--- config.mk ---
export PLATFORM = sky130hd
export DESIGN_NAME = eeg_sample_loader
export DESIGN_NICKNAME = d
export VERILOG_FILES = /design/src/rtl/eeg_sample_loader.sv
export SDC_FILE = /design/constraint.sdc
export NUM_CORES = 1
export LEC_CHECK = 0
export ABC_AREA = 0
export CORE_ASPECT_RATIO = 1.2
export CORE_UTILIZATION = 42
export DETAILED_ROUTE_END_ITERATION = 8
export GPL_ROUTABILITY_DRIVEN = 0
export PLACE_DENSITY_LB_ADDON = 0.1
export SYNTH_ARGS = -nofsm -noshare
export SYNTH_HDL_FRONTEND = slang
export SYNTH_SLANG_ARGS = --single-unit
--- constraint.sdc ---
create_clock -name clk -period 3.65 [get_ports clk]
set_input_delay 0.73 -clock clk [delete_from_list [all_inputs] [get_ports clk]]
set_output_delay 0.73 -clock clk [all_outputs]
set_load 0.05 [all_outputs]
--- src/rtl/eeg_sample_loader.sv ---
`default_nettype none
// ============================================================================
// Module      : eeg_sample_loader
// Description : Converts offset-binary ADC samples to Q20 double-width words
//               and streams one epoch into intermediate-result memory through
//               a 2-entry FIFO. Optional macro EEG_LOADER_DROP_COUNT_EN adds a
//               saturating dropped-sample counter output (drop_count).
// Revision    : 1.0 - initial release
// ============================================================================
module eeg_sample_loader #(
    parameter int          NUM_SAMPLES = 3840,
    parameter logic [15:0] BASE_ADDR   = 16'h0000
) (
    input  logic        clk,
    input  logic        rst_n,
    input  logic        start,
    input  logic        new_sample,
    input  logic [15:0] eeg_sample,
    output logic        wr_en,
    output logic [15:0] wr_addr,
    output logic [29:0] wr_data,
    input  logic        wr_ready,
    output logic        busy,
    output logic        done,
    output logic        overflow
`ifdef EEG_LOADER_DROP_COUNT_EN
    ,
    output logic [7:0]  drop_count
`endif
);

    localparam int                 c_cnt_w = $clog2(NUM_SAMPLES + 1);
    localparam logic [c_cnt_w-1:0] c_num   = c_cnt_w'(NUM_SAMPLES);
    localparam logic [c_cnt_w-1:0] c_last  = c_cnt_w'(NUM_SAMPLES - 1);
    localparam logic [c_cnt_w-1:0] c_one   = c_cnt_w'(1);

    typedef enum logic [1:0] {
        S_IDLE    = 2'd0,
        S_LOADING = 2'd1,
        S_DRAIN   = 2'd2
    } state_t;

    state_t               r_state;
    state_t               w_state_next;
    logic [c_cnt_w-1:0]   r_acc_cnt;
    logic [c_cnt_w-1:0]   r_wr_cnt;
    logic [29:0]          r_fifo [0:1];
    logic                 r_wr_ptr;
    logic                 r_rd_ptr;
    logic [1:0]           r_fifo_cnt;
    logic                 r_overflow;
    logic                 r_done;
    logic                 w_clear;
    logic                 w_push;
    logic                 w_pop;
    logic                 w_drop;
    logic                 w_full;
    logic                 w_last_wr;
    logic [29:0]          w_conv;

    // Flipping the MSB turns offset binary into two's complement; then
    // sign-extend and scale by 2^5 to land in Q20.
    assign w_conv = {{9{~eeg_sample[15]}}, ~eeg_sample[15], eeg_sample[14:0], 5'b0};

    always_ff @(posedge clk or negedge rst_n) begin
        if (!rst_n) begin
            r_state <= S_IDLE;
        end else begin
            r_state <= w_state_next;
        end
    end

    always_comb begin
        w_state_next = r_state;
        w_clear      = 1'b0;
        w_push       = 1'b0;
        w_drop       = 1'b0;
        w_last_wr    = 1'b0;
        w_full       = (r_fifo_cnt == 2'd2);
        w_pop        = (r_fifo_cnt != 2'd0) && wr_ready;
        case (r_state)
            S_IDLE: begin
                if (start) begin
                    w_clear      = 1'b1;
                    w_state_next = S_LOADING;
                end
            end
            S_LOADING: begin
                if (new_sample && (r_acc_cnt < c_num)) begin
                    if (!w_full || w_pop) begin
                        w_push = 1'b1;
                    end else begin
                        w_drop = 1'b1;
                    end
                end
                if (w_push && (r_acc_cnt == c_last)) begin
                    w_state_next = S_DRAIN;
                end
            end
            S_DRAIN: begin
                if (w_pop && (r_wr_cnt == c_last)) begin
                    w_last_wr    = 1'b1;
                    w_state_next = S_IDLE;
                end
            end
            default: w_state_next = S_IDLE;
        endcase
    end

    always_ff @(posedge clk or negedge rst_n) begin
        if (!rst_n) begin
            r_acc_cnt  <= '0;
            r_wr_cnt   <= '0;
            r_fifo[0]  <= '0;
            r_fifo[1]  <= '0;
            r_wr_ptr   <= 1'b0;
            r_rd_ptr   <= 1'b0;
            r_fifo_cnt <= 2'd0;
            r_overflow <= 1'b0;
            r_done     <= 1'b0;
        end else begin
            r_done <= w_last_wr;
            if (w_clear) begin
                r_acc_cnt  <= '0;
                r_wr_cnt   <= '0;
                r_wr_ptr   <= 1'b0;
                r_rd_ptr   <= 1'b0;
                r_fifo_cnt <= 2'd0;
                r_overflow <= 1'b0;
            end else begin
                if (w_push) begin
                    r_fifo[r_wr_ptr] <= w_conv;
                    r_wr_ptr         <= ~r_wr_ptr;
                    r_acc_cnt        <= r_acc_cnt + c_one;
                end
                if (w_pop) begin
                    r_rd_ptr <= ~r_rd_ptr;
                    r_wr_cnt <= r_wr_cnt + c_one;
                end
                case ({w_push, w_pop})
                    2'b10:   r_fifo_cnt <= r_fifo_cnt + 2'd1;
                    2'b01:   r_fifo_cnt <= r_fifo_cnt - 2'd1;
                    default: r_fifo_cnt <= r_fifo_cnt;
                endcase
                if (w_drop) begin
                    r_overflow <= 1'b1;
                end
            end
        end
    end

`ifdef EEG_LOADER_DROP_COUNT_EN
    logic [7:0] r_drop_cnt;

    always_ff @(posedge clk or negedge rst_n) begin
        if (!rst_n) begin
            r_drop_cnt <= 8'd0;
        end else if (w_clear) begin
            r_drop_cnt <= 8'd0;
        end else if (w_drop && (r_drop_cnt != 8'hFF)) begin
            r_drop_cnt <= r_drop_cnt + 8'd1;
        end
    end

    assign drop_count = r_drop_cnt;
`endif

    assign wr_en    = (r_fifo_cnt != 2'd0);
    assign wr_data  = r_fifo[r_rd_ptr];
    assign wr_addr  = BASE_ADDR + 16'(r_wr_cnt);
    assign busy     = (r_state != S_IDLE);
    assign done     = r_done;
    assign overflow = r_overflow;

endmodule
`default_nettype wire

==> results of run 1 <==
## logic make-up after synthesis
| group | Yosys count | synth area share |
|---|---|---|
| compound gates | 33 | 0.0637 |
| xor+xnor | 13 | 0.0351 |
| fa+ha+maj | 2 | 0.00772 |
| buf+inv | 33 | 0.0691 |
| flops | 64 | 0.494 |
| mux | 48 | 0.175 |
| other cells | 1 | 0.00116 |
| simple gates | 86 | 0.154 |
## tightest hold or removal path, cell delays in order (launching register included)
cell	delay, ps
dfrtp_1	340
nand2_1	50
o21ai_0	60
## cell usage in the layout, fill, tap and decap left out, types with 2 or more instances in the layout
cell type,count
o211ai_1,2
clkdlybuf4s50_1,60
or2_2,2
and3b_1,2
clkbuf_8,9
nand4_1,6
clkinv_4,2
and3_1,2
inv_1,3
nand3_1,8
nand2_1,18
o21ai_0,10
buf_4,5
conb_1,9
mux2_4,8
xor2_1,3
a31o_2,4
ha_1,2
dfrtp_1,64
clkinv_2,2
xnor2_1,10
nor4_1,3
clkinvlp_4,2
a21oi_1,11
mux2_2,38
mux2i_1,2
nor2_1,20
or3b_2,2
nor3_1,6
or3_1,4
nor4_2,2
## metal layers
layer / part of all wire / GRT usage / vias to the layer above
li1: - / - / 1079
met5: 0 / 0 / -
met2: 0.50 / 0.268 / 44
met3: 0.035 / 0.0355 / 5
met4: 0.013 / 0.0769 / 0
met1: 0.46 / 0.232 / 1095
## stage by stage
stage          hold slack, ps  total power [mW]
6_report                  489              3.87
5_1_grt                   516              4.07
3_3_place_gp              473              3.27
2_1_floorplan             434              2.78
4_1_cts                   493              3.92
3_5_place_dp              474              3.30
## registers in the layout, summed over array words and instances, names as in the netlist
| signal | flops |
|---|---|
| r_wr_ptr | 1 |
| r_rd_ptr | 1 |
| done | 1 |
| overflow | 1 |
| r_wr_cnt | 12 |
| r_state | 2 |
| r_acc_cnt | 12 |
| r_fifo | 32 |
| r_fifo_cnt | 2 |
## path summary, 6_finish.rpt
check	from	end	slack (ps)	cells after the start
setup / recovery	r_rd_ptr$_DFFE_PN0P_	wr_data[27]	850	3
hold / removal	r_fifo[28]$_DFFE_PN0P_	r_fifo[28]$_DFFE_PN0P_	490	2
setup reg to reg	r_state[1]$_DFFE_PN0P_	r_acc_cnt[7]$_DFFE_PN0P_	1730	4
hold reg to reg	r_fifo[28]$_DFFE_PN0P_	r_fifo[28]$_DFFE_PN0P_	490	2
max in group asynchronous	rst_n	r_fifo[13]$_DFFE_PN0P_	2300	2
min in group asynchronous	rst_n	r_fifo[6]$_DFFE_PN0P_	570	1
## report_power, final
group	leakage (nW)	switching [mW]	internal, mW
Clock	0.0952	0.284	0.315
Combinational	0.783	1.29	0.838
Sequential	0.800	0.179	0.960
Total	1.68	1.76	2.11
## final cells by class
type,count,share of cell area
inverters,3,0.00281
clock buffers,9,0.0309
flip-flops and latches,64,0.399
clock inverters,7,0.0181
well taps,90,0.0281
multi-input cells,191,0.360
repair buffers,66,0.160
==> results_dict.tcl, run 1 <==
set metrics [dict create \
    synth_seq_cells 64 \
    die_area_um2 8070 \
    worst_setup_sp_type "register" \
    drt_first_iter_violations 84 \
    sequential_cell_area_um2 1600 \
    drc_errors 0 \
    clk_latency_ps 340 \
    sequential_cell_area_fraction_in_the_yosys_report 0.494 \
    initial_core_util 0.440 \
    ir_worst_vdd_v 0.00106 \
    detailed_place_hpwl_um 4170 \
    critical-path-top-delay-family "buffers and inverters" \
    netlist.top_cell.by_area "dfrtp_1" \
    crit_path_cell_trace "buf_4, mux2_2, clkdlybuf4s50_1" \
    period_needed_ps 2800 \
    synthArstFlopShare 1.00 \
    post_synth_num_cell_types 46 \
    final_cell_area_um2 4010 \
    routed_wire_length_per_instance_um 14.4 \
    synth_ff_type "dfrtp_1" \
    report.final.setup_viol 0 \
    layout.cells.non_filler 430 \
    via_count_normalized_by_instance_count 5.17 \
    synth_top_area_share 0.494 \
    setup.worst_path.end_class "output port" \
    filler_cells 676 \
    maxSlewHeadroom 0.336 \
    clk_path_buf_depth 2 \
    wirelength_um 6210 \
    layout-area-overhead-vs-synth_pct 23.7 \
    yosysWarningCount 0 \
    worst_clock_skew_ps 11.9 \
    synth_top_cells_by_count "dfrtp_1 (64), mux2_2 (38), buf_4 (20), nor2_1 (20), nand2_1 (18)" \
    path_type_of_the_worst_min_delay_path "reg -> reg" \
    max_cap_violations 0 \
    chipHeight_um 98.2 \
    detailedPlace.worstSlack_ps 864 \
    layout_worst_path_cycle_share 0.768 \
    worst-slew-pin-transition_ps 996 \
    grt_util_all_layers 0.174 \
    critPathArrivalTime_ps 2070 \
    place_inst 414 \
    critical-path-max-stage-delay_ps 720 \
    final_layout_size_suffix_gt1_frac 0.250 \
    dr.pass1.iters 4 \
    cpMaxStageDelayCell "clkdlybuf4s50_1" \
    nets 358 \
    top_cells_by_area_synth "dfrtp_1 (49%), mux2_2 (13%), buf_4 (4.6%)" \
    cts.hold.buffers_added 0 \
    n_antenna_cell 0 \
    clock_pin_slew_on_the_worst_setup_and_hold_paths_ps 70 \
    synth_enable_flop_cells 0 \
    die_w_um 82.2 \
    synth_area_per_cell_um2 11.6 \
    grt_start_max_net_pins 45 \
    ctsRootBufferMaster "clkbuf_8" \
    drtAntennaViolNets 0 \
    post-synth-top-count-cell "dfrtp_1" \
    grt_first_pass_wirelength_um 10700 \
    crit_fanout 17 \
    rsz0062_at_grt "no" \
    crit_path_setup_slack_layout_ps 846 \
    routed-via-count 2223 \
    numCtsBuffers 9 \
    result_of_the_run "completed" \
    grt_antenna_before_repair 0 \
    ctsHtreeMaxLevel 3 \
    cp.buffers_inverters 2 \
    postLayoutCoreUtil 0.545 \
    fp-row-count 34 \
    multiInputGateArea_um2 1450 \
    critical_path_required_ps 2920 \
    pwr_density_cell_nw_per_um2 965 \
    cts_repair_resize_count 0 \
    slew_viol_final 0 \
    cts_setup_buffers 0 \
    io_buffer_count 61 \
    synthCells 280 \
    grt_overflow_total 0 \
    timing_worst_setup_path_type "reg -> out" \
    ios 71 \
    p_leak_nw 1.68 \
    clock.fmax_mhz 357 \
    tritoncts_num_sinks 64 \
    post_synth_instance_area_um2 3240 \
    finalSetupTns_ps 0 \
    placed_area_um2 3810 \
    first_global_vias 2230 \
    final_hold_viol_count 0 \
    core_um2 7360 \
    cts_tree "yes" \
]
Power figures use the tool's default switching activity.
==> run 2, diff against run 1 <==
==> constraint.sdc (replaced) <==
create_clock -name clk -period 2.6 [get_ports clk]
set_input_delay 0.52 -clock clk [delete_from_list [all_inputs] [get_ports clk]]
set_output_delay 0.52 -clock clk [all_outputs]
set_load 0.05 [all_outputs]
==> run 2 against run 1 <==
Utilization rose by 2.2 points. Final area increased by 4.0%. Register-to-register slack worse by 870 ps. Critical path depth is 1 lower. Global-route usage rose by 0.50 points. Setup slack got worse by 630 ps. Critical endpoint is now wr_en. Largest power group unchanged.
==> results_dict.tcl, run 2 (synthesis gave the netlist of run 1 again) <==
set metrics [dict create \
    ctsRootBufferMaster "clkbuf_8" \
    sequentialPowerShare 0.278 \
    tritoncts_num_sinks 64 \
    via_count_normalized_by_instance_count 5.19 \
    finalSetupTns_ps 0 \
    crit_path_cell_trace "or2_2, clkdlybuf4s50_1" \
    reg2reg_depth 4 \
    p_leak_nw 1.80 \
    share_clk_of_total_power 0.164 \
    cpMaxStageDelayCell "clkdlybuf4s50_1" \
    met2_wirelength_um 3030 \
    maxSlewHeadroom 0.643 \
    layout_common_cells "dfrtp_1 (64), mux2_2 (38), clkdlybuf4s50_1 (35)" \
    max_cap_violations 0 \
    final_cell_area_um2 4170 \
    crit_fanout 10 \
    detailed_place_hpwl_um 4270 \
    worst_clock_skew_ps 12.4 \
    n_antenna_cell 0 \
    grt_first_pass_wirelength_um 10700 \
    clock.fmax_mhz 420 \
    timing.reg2reg.setup_slack_ps 860 \
    cts_tree "yes" \
    path_type_of_the_worst_min_delay_path "in -> async" \
    worst-slew-pin-transition_ps 539 \
    pwr_density_cell_nw_per_um2 1400 \
    p_total_mw 5.83 \
    ios 71 \
    setup.worst_path.end_class "output port" \
    routed-via-count 2256 \
    worst_setup_sp_type "register" \
    p_comb_frac 0.558 \
    ir_worst_vdd_v 0.00123 \
    biggestRegsByFlops "r_fifo (32), r_acc_cnt (12), r_wr_cnt (12)" \
    die_w_um 82.2 \
    cts_repair_resize_count 0 \
    ctsHtreeMaxLevel 3 \
    grt_antenna_before_repair 0 \
    filler_cells 663 \
    critical_path_required_ps 2080 \
    max_reg_flops 32 \
    result_of_the_run "completed" \
    slew_viol_final 0 \
    numCtsBuffers 9 \
    clock_pin_slew_on_the_worst_setup_and_hold_paths_ps 80 \
    fp-row-count 34 \
    drc_errors 0 \
    maxUsedRoutingLayer "met4" \
    core_um2 7360 \
    routed_wire_length_per_instance_um 14.5 \
    rr_endpoint "r_fifo[17]$_DFFE_PN0P_" \
    layout_worst_path_cycle_share 0.916 \
    most_common_cell_after_layout_fill_and_taps_aside "dfrtp_1" \
    met3RoutedLength_um 223 \
    drt_first_iter_violations 87 \
    timing_worst_setup_path_type "reg -> out" \
    first_global_vias 2241 \
    layout-area-overhead-vs-synth_pct 28.7 \
    power.switching_mw 2.55 \
    die_area_um2 8070 \
    cts.hold.buffers_added 0 \
    report.final.setup_viol 0 \
    io_buffer_count 61 \
    grt_start_max_net_pins 27 \
    rsz0062_at_grt "no" \
    period_needed_ps 2380 \
    postLayoutCoreUtil 0.567 \
    final_layout_size_suffix_gt1_frac 0.333 \
    initial_core_util 0.440 \
    cts_setup_buffers 0 \
    critical-path-max-stage-delay_ps 700 \
    chipHeight_um 98.2 \
    nets 363 \
    cp.buffers_inverters 1 \
    grt_util_all_layers 0.179 \
    internal_power_mw 3.27 \
    top_register "r_fifo" \
    r2r-start "r_fifo_cnt[0]$_DFFE_PN0P_" \
    wl_met1_um 2920 \
    drtAntennaViolNets 0 \
    wirelength_um 6330 \
    final_hold_viol_count 0 \
    dr.pass1.iters 4 \
    critPathArrivalTime_ps 1860 \
    grt_overflow_total 0 \
    switching_share 0.438 \
    clk_path_buf_depth 2 \
    critical-path-top-delay-family "buffers and inverters" \
    placed_area_um2 3950 \
    clk_latency_ps 350 \
]
==> run 2: cell count changes in the layout (fill, tap and decap cells not counted), sizes merged <==
cell	change
buf	+30
bufinv	+1
clkdlybuf4s50	-25
clkinv	-1
clkinvlp	-1
inv	+1
==> run 2: worst reg2reg max path, delay by kind of cell, from the launching register on <==
kind	cells	cell delay, ps
AND/OR/NAND/NOR	2	620
multiplexers	1	350
buffers and inverters	1	170
flip-flops	1	480
==> run 2: per-layer routing <==
metal | GRT usage | vias up
met5 | 0 | -
met4 | 0.101 | 0
met3 | 0.0327 | 13
met2 | 0.275 | 51
met1 | 0.232 | 1094
li1 | - | 1098
==> run 2: stage by stage <==
stage                     setup slack (ps)  hold slack, ps  std cells
after floorplan                        339             224        288
after global placement                 336             467        419
after detailed placement               312             476        419
after CTS                              199             133        435
after global routing                   161             154        435
final                                  218             130        435
==> run 2: power by group through the flow <==
stage	sequential [mW]	clock (mW)	combinational, mW
global placement	1.63	0	3.26
detailed placement	1.64	0	3.28
floorplan	1.65	0	2.26
CTS	1.62	0.981	3.29
finish	1.62	0.956	3.25
global route	1.68	1.03	3.42
==> run 2: worst max path at each step <==
stage / start / to / slack, ps / depth (start not counted)
after global routing: r_fifo_cnt[1]$_DFFE_PN0P_ / wr_en / 160 / 2
final: r_fifo_cnt[1]$_DFFE_PN0P_ / wr_en / 220 / 2
after CTS: r_fifo_cnt[1]$_DFFE_PN0P_ / wr_en / 200 / 2
after floorplan: r_rd_ptr$_DFFE_PN0P_ / wr_data[21] / 340 / 4
after detailed placement: wr_ready / r_fifo[17]$_DFFE_PN0P_ / 310 / 5
after global placement: new_sample / r_fifo[39]$_DFFE_PN0P_ / 340 / 5
==> run 2: cell type report <==
| type | instances | area (um^2) | share of cell area |
|---|---|---|---|
| clock inverter | 7 | 95.1 | 0.0228 |
| tap | 90 | 113 | 0.0270 |
| multi-input combinational | 191 | 1450 | 0.347 |
| inverter | 3 | 11.3 | 0.00270 |
| clock buffer | 9 | 124 | 0.0297 |
| timing repair buffer | 71 | 781 | 0.187 |
| sequential | 64 | 1600 | 0.384 |
==> run 3, diff against run 2 <==
--- a/config.mk
+++ b/config.mk
@@ -6,8 +6,11 @@
 export NUM_CORES = 1
 export LEC_CHECK = 0
 export ABC_AREA = 0
+export CELL_PAD_IN_SITES_DETAIL_PLACEMENT = 0
+export CELL_PAD_IN_SITES_GLOBAL_PLACEMENT = 1
 export CORE_ASPECT_RATIO = 1.2
-export CORE_UTILIZATION = 42
+export CORE_UTILIZATION = 40
+export CTS_CLUSTER_SIZE = 25
 export DETAILED_ROUTE_END_ITERATION = 8
 export GPL_ROUTABILITY_DRIVEN = 0
 export PLACE_DENSITY_LB_ADDON = 0.1
==> run 3 against run 2 <==
The flow now finishes with violations (design-rule violations). Hold slack improved by 58 ps. Sequential share of layout area fell by 0.27 points. Clock skew fell by 3.2 ps. Critical path type unchanged.
==> results_dict.tcl, run 3 (synthesis gave the netlist of run 1 again) <==
set metrics [dict create \
    result_of_the_run "complete, but fails checks" \
    violations "design-rule violations" \
    max_cap_violations 0 \
    core_um2 7750 \
    die_w_um 84.2 \
    cts_tree "yes" \
    nets 362 \
    first_global_vias 2127 \
    most_common_cell_after_layout_fill_and_taps_aside "dfrtp_1" \
    pwr_density_cell_nw_per_um2 1410 \
    cpMaxStageDelayCell "clkdlybuf4s50_1" \
    grt_antenna_before_repair 0 \
    numCtsBuffers 9 \
    rr_endpoint "r_fifo[6]$_DFFE_PN0P_" \
    layout-area-overhead-vs-synth_pct 29.6 \
    layout_worst_path_cycle_share 0.910 \
    reg2reg_depth 4 \
    routed-via-count 2239 \
    critical-path-max-stage-delay_ps 700 \
    filler_cells 672 \
    final_layout_size_suffix_gt1_frac 0.331 \
    worst_clock_skew_ps 9.17 \
    crit_path_cell_trace "or2_2, clkdlybuf4s50_1" \
    detailed_place_hpwl_um 4150 \
    final_hold_viol_count 0 \
    setup.worst_path.end_class "output port" \
    drc_errors 12 \
    io_buffer_count 61 \
    report.final.setup_viol 0 \
    clk_latency_ps 340 \
    crit_fanout 10 \
    r2r-start "r_fifo_cnt[0]$_DFFE_PN0P_" \
    rsz0062_at_grt "no" \
    period_needed_ps 2370 \
    cts.hold.buffers_added 0 \
    drt_first_iter_violations 74 \
    top_register "r_fifo" \
    cts_setup_buffers 0 \
    tritoncts_num_sinks 64 \
    timing_worst_setup_path_type "reg -> out" \
    grt_first_pass_wirelength_um 10200 \
    path_type_of_the_worst_min_delay_path "in -> async" \
    worst-slew-pin-transition_ps 510 \
    ios 71 \
    clock.fmax_mhz 423 \
    p_leak_nw 1.81 \
    fp-row-count 35 \
    finalSetupTns_ps 0 \
    clk_path_buf_depth 2 \
    grt_overflow_total 0 \
    biggestRegsByFlops "r_fifo (32), r_acc_cnt (12), r_wr_cnt (12)" \
    worst_setup_sp_type "register" \
    cts_repair_resize_count 0 \
    final_cell_area_um2 4200 \
    n_antenna_cell 0 \
    ctsHtreeMaxLevel 3 \
    die_area_um2 8470 \
    drtAntennaViolNets 0 \
    routed_wire_length_per_instance_um 14.2 \
    ir_worst_vdd_v 0.000718 \
    clock_pin_slew_on_the_worst_setup_and_hold_paths_ps 70 \
    initial_core_util 0.418 \
    slew_viol_final 0 \
    critPathArrivalTime_ps 1850 \
    layout_common_cells "dfrtp_1 (64), mux2_2 (38), clkdlybuf4s50_1 (35)" \
    wirelength_um 6190 \
    maxSlewHeadroom 0.661 \
    critical_path_required_ps 2080 \
    dr.pass1.iters 8 \
    grt_start_max_net_pins 65 \
    grt_util_all_layers 0.156 \
    via_count_normalized_by_instance_count 5.14 \
    timing.reg2reg.setup_slack_ps 860 \
    ctsRootBufferMaster "clkbuf_8" \
    max_reg_flops 32 \
    chipHeight_um 101 \
    placed_area_um2 3950 \
]
run 3: area by class of cell:
| class | instances | area (um^2) | area share |
|---|---|---|---|
| Clock inverter | 6 | 116 | 0.0277 |
| Multi-Input combinational cell | 191 | 1450 | 0.344 |
| Timing Repair Buffer | 70 | 773 | 0.184 |
| Sequential cell | 64 | 1600 | 0.381 |
| Tap cell | 92 | 115 | 0.0274 |
| Inverter | 3 | 11.3 | 0.00268 |
| Clock buffer | 10 | 138 | 0.0328 |
run 3: critical path: cells and delay by family, from the launching register on:
family | cells | cell delay [ps]
buffers and inverters | 1 | 700
flip-flops | 1 | 490
AND/OR/NAND/NOR | 1 | 330
run 3: worst max-delay path by stage:
stage	start	endpoint	depth (start not counted)
finish	r_fifo_cnt[0]$_DFFE_PN0P_	wr_en	2
global placement	wr_ready	r_fifo[11]$_DFFE_PN0P_	5
detailed placement	wr_ready	r_fifo[11]$_DFFE_PN0P_	5
global route	r_fifo_cnt[0]$_DFFE_PN0P_	wr_en	2
CTS	r_fifo_cnt[0]$_DFFE_PN0P_	wr_en	2
floorplan	r_rd_ptr$_DFFE_PN0P_	wr_data[21]	4
run 3: power by group:
part / total (mW) / switching (mW) / internal (mW)
Clock: 1.07 / 0.400 / 0.668
Sequential: 1.61 / 0.267 / 1.35
Combinational: 3.25 / 1.86 / 1.38
Total: 5.93 / 2.53 / 3.40
run 3: through the flow:
step / setup slack, ps / instances / hold slack [ps] / total power, mW / util
2_1_floorplan: 339 / 288 / 224 / 3.91 / -
3_3_place_gp: 344 / 420 / 461 / 4.87 / 0.509
3_5_place_dp: 323 / 420 / 473 / 4.90 / 0.509
4_1_cts: 218 / 436 / 197 / 5.99 / 0.542
5_1_grt: 164 / 436 / 227 / 6.20 / 0.542
6_report: 234 / 436 / 188 / 5.93 / 0.542
run 3: routing by layer:
layer	routed length [um]	vias to the layer above	share of wire	global-route usage
met5	0	-	0	0
met4	143	0	0.023	0.0889
met3	206	12	0.033	0.0303
met2	2990	46	0.48	0.259
met1	2850	1093	0.46	0.190
li1	-	1088	-	-
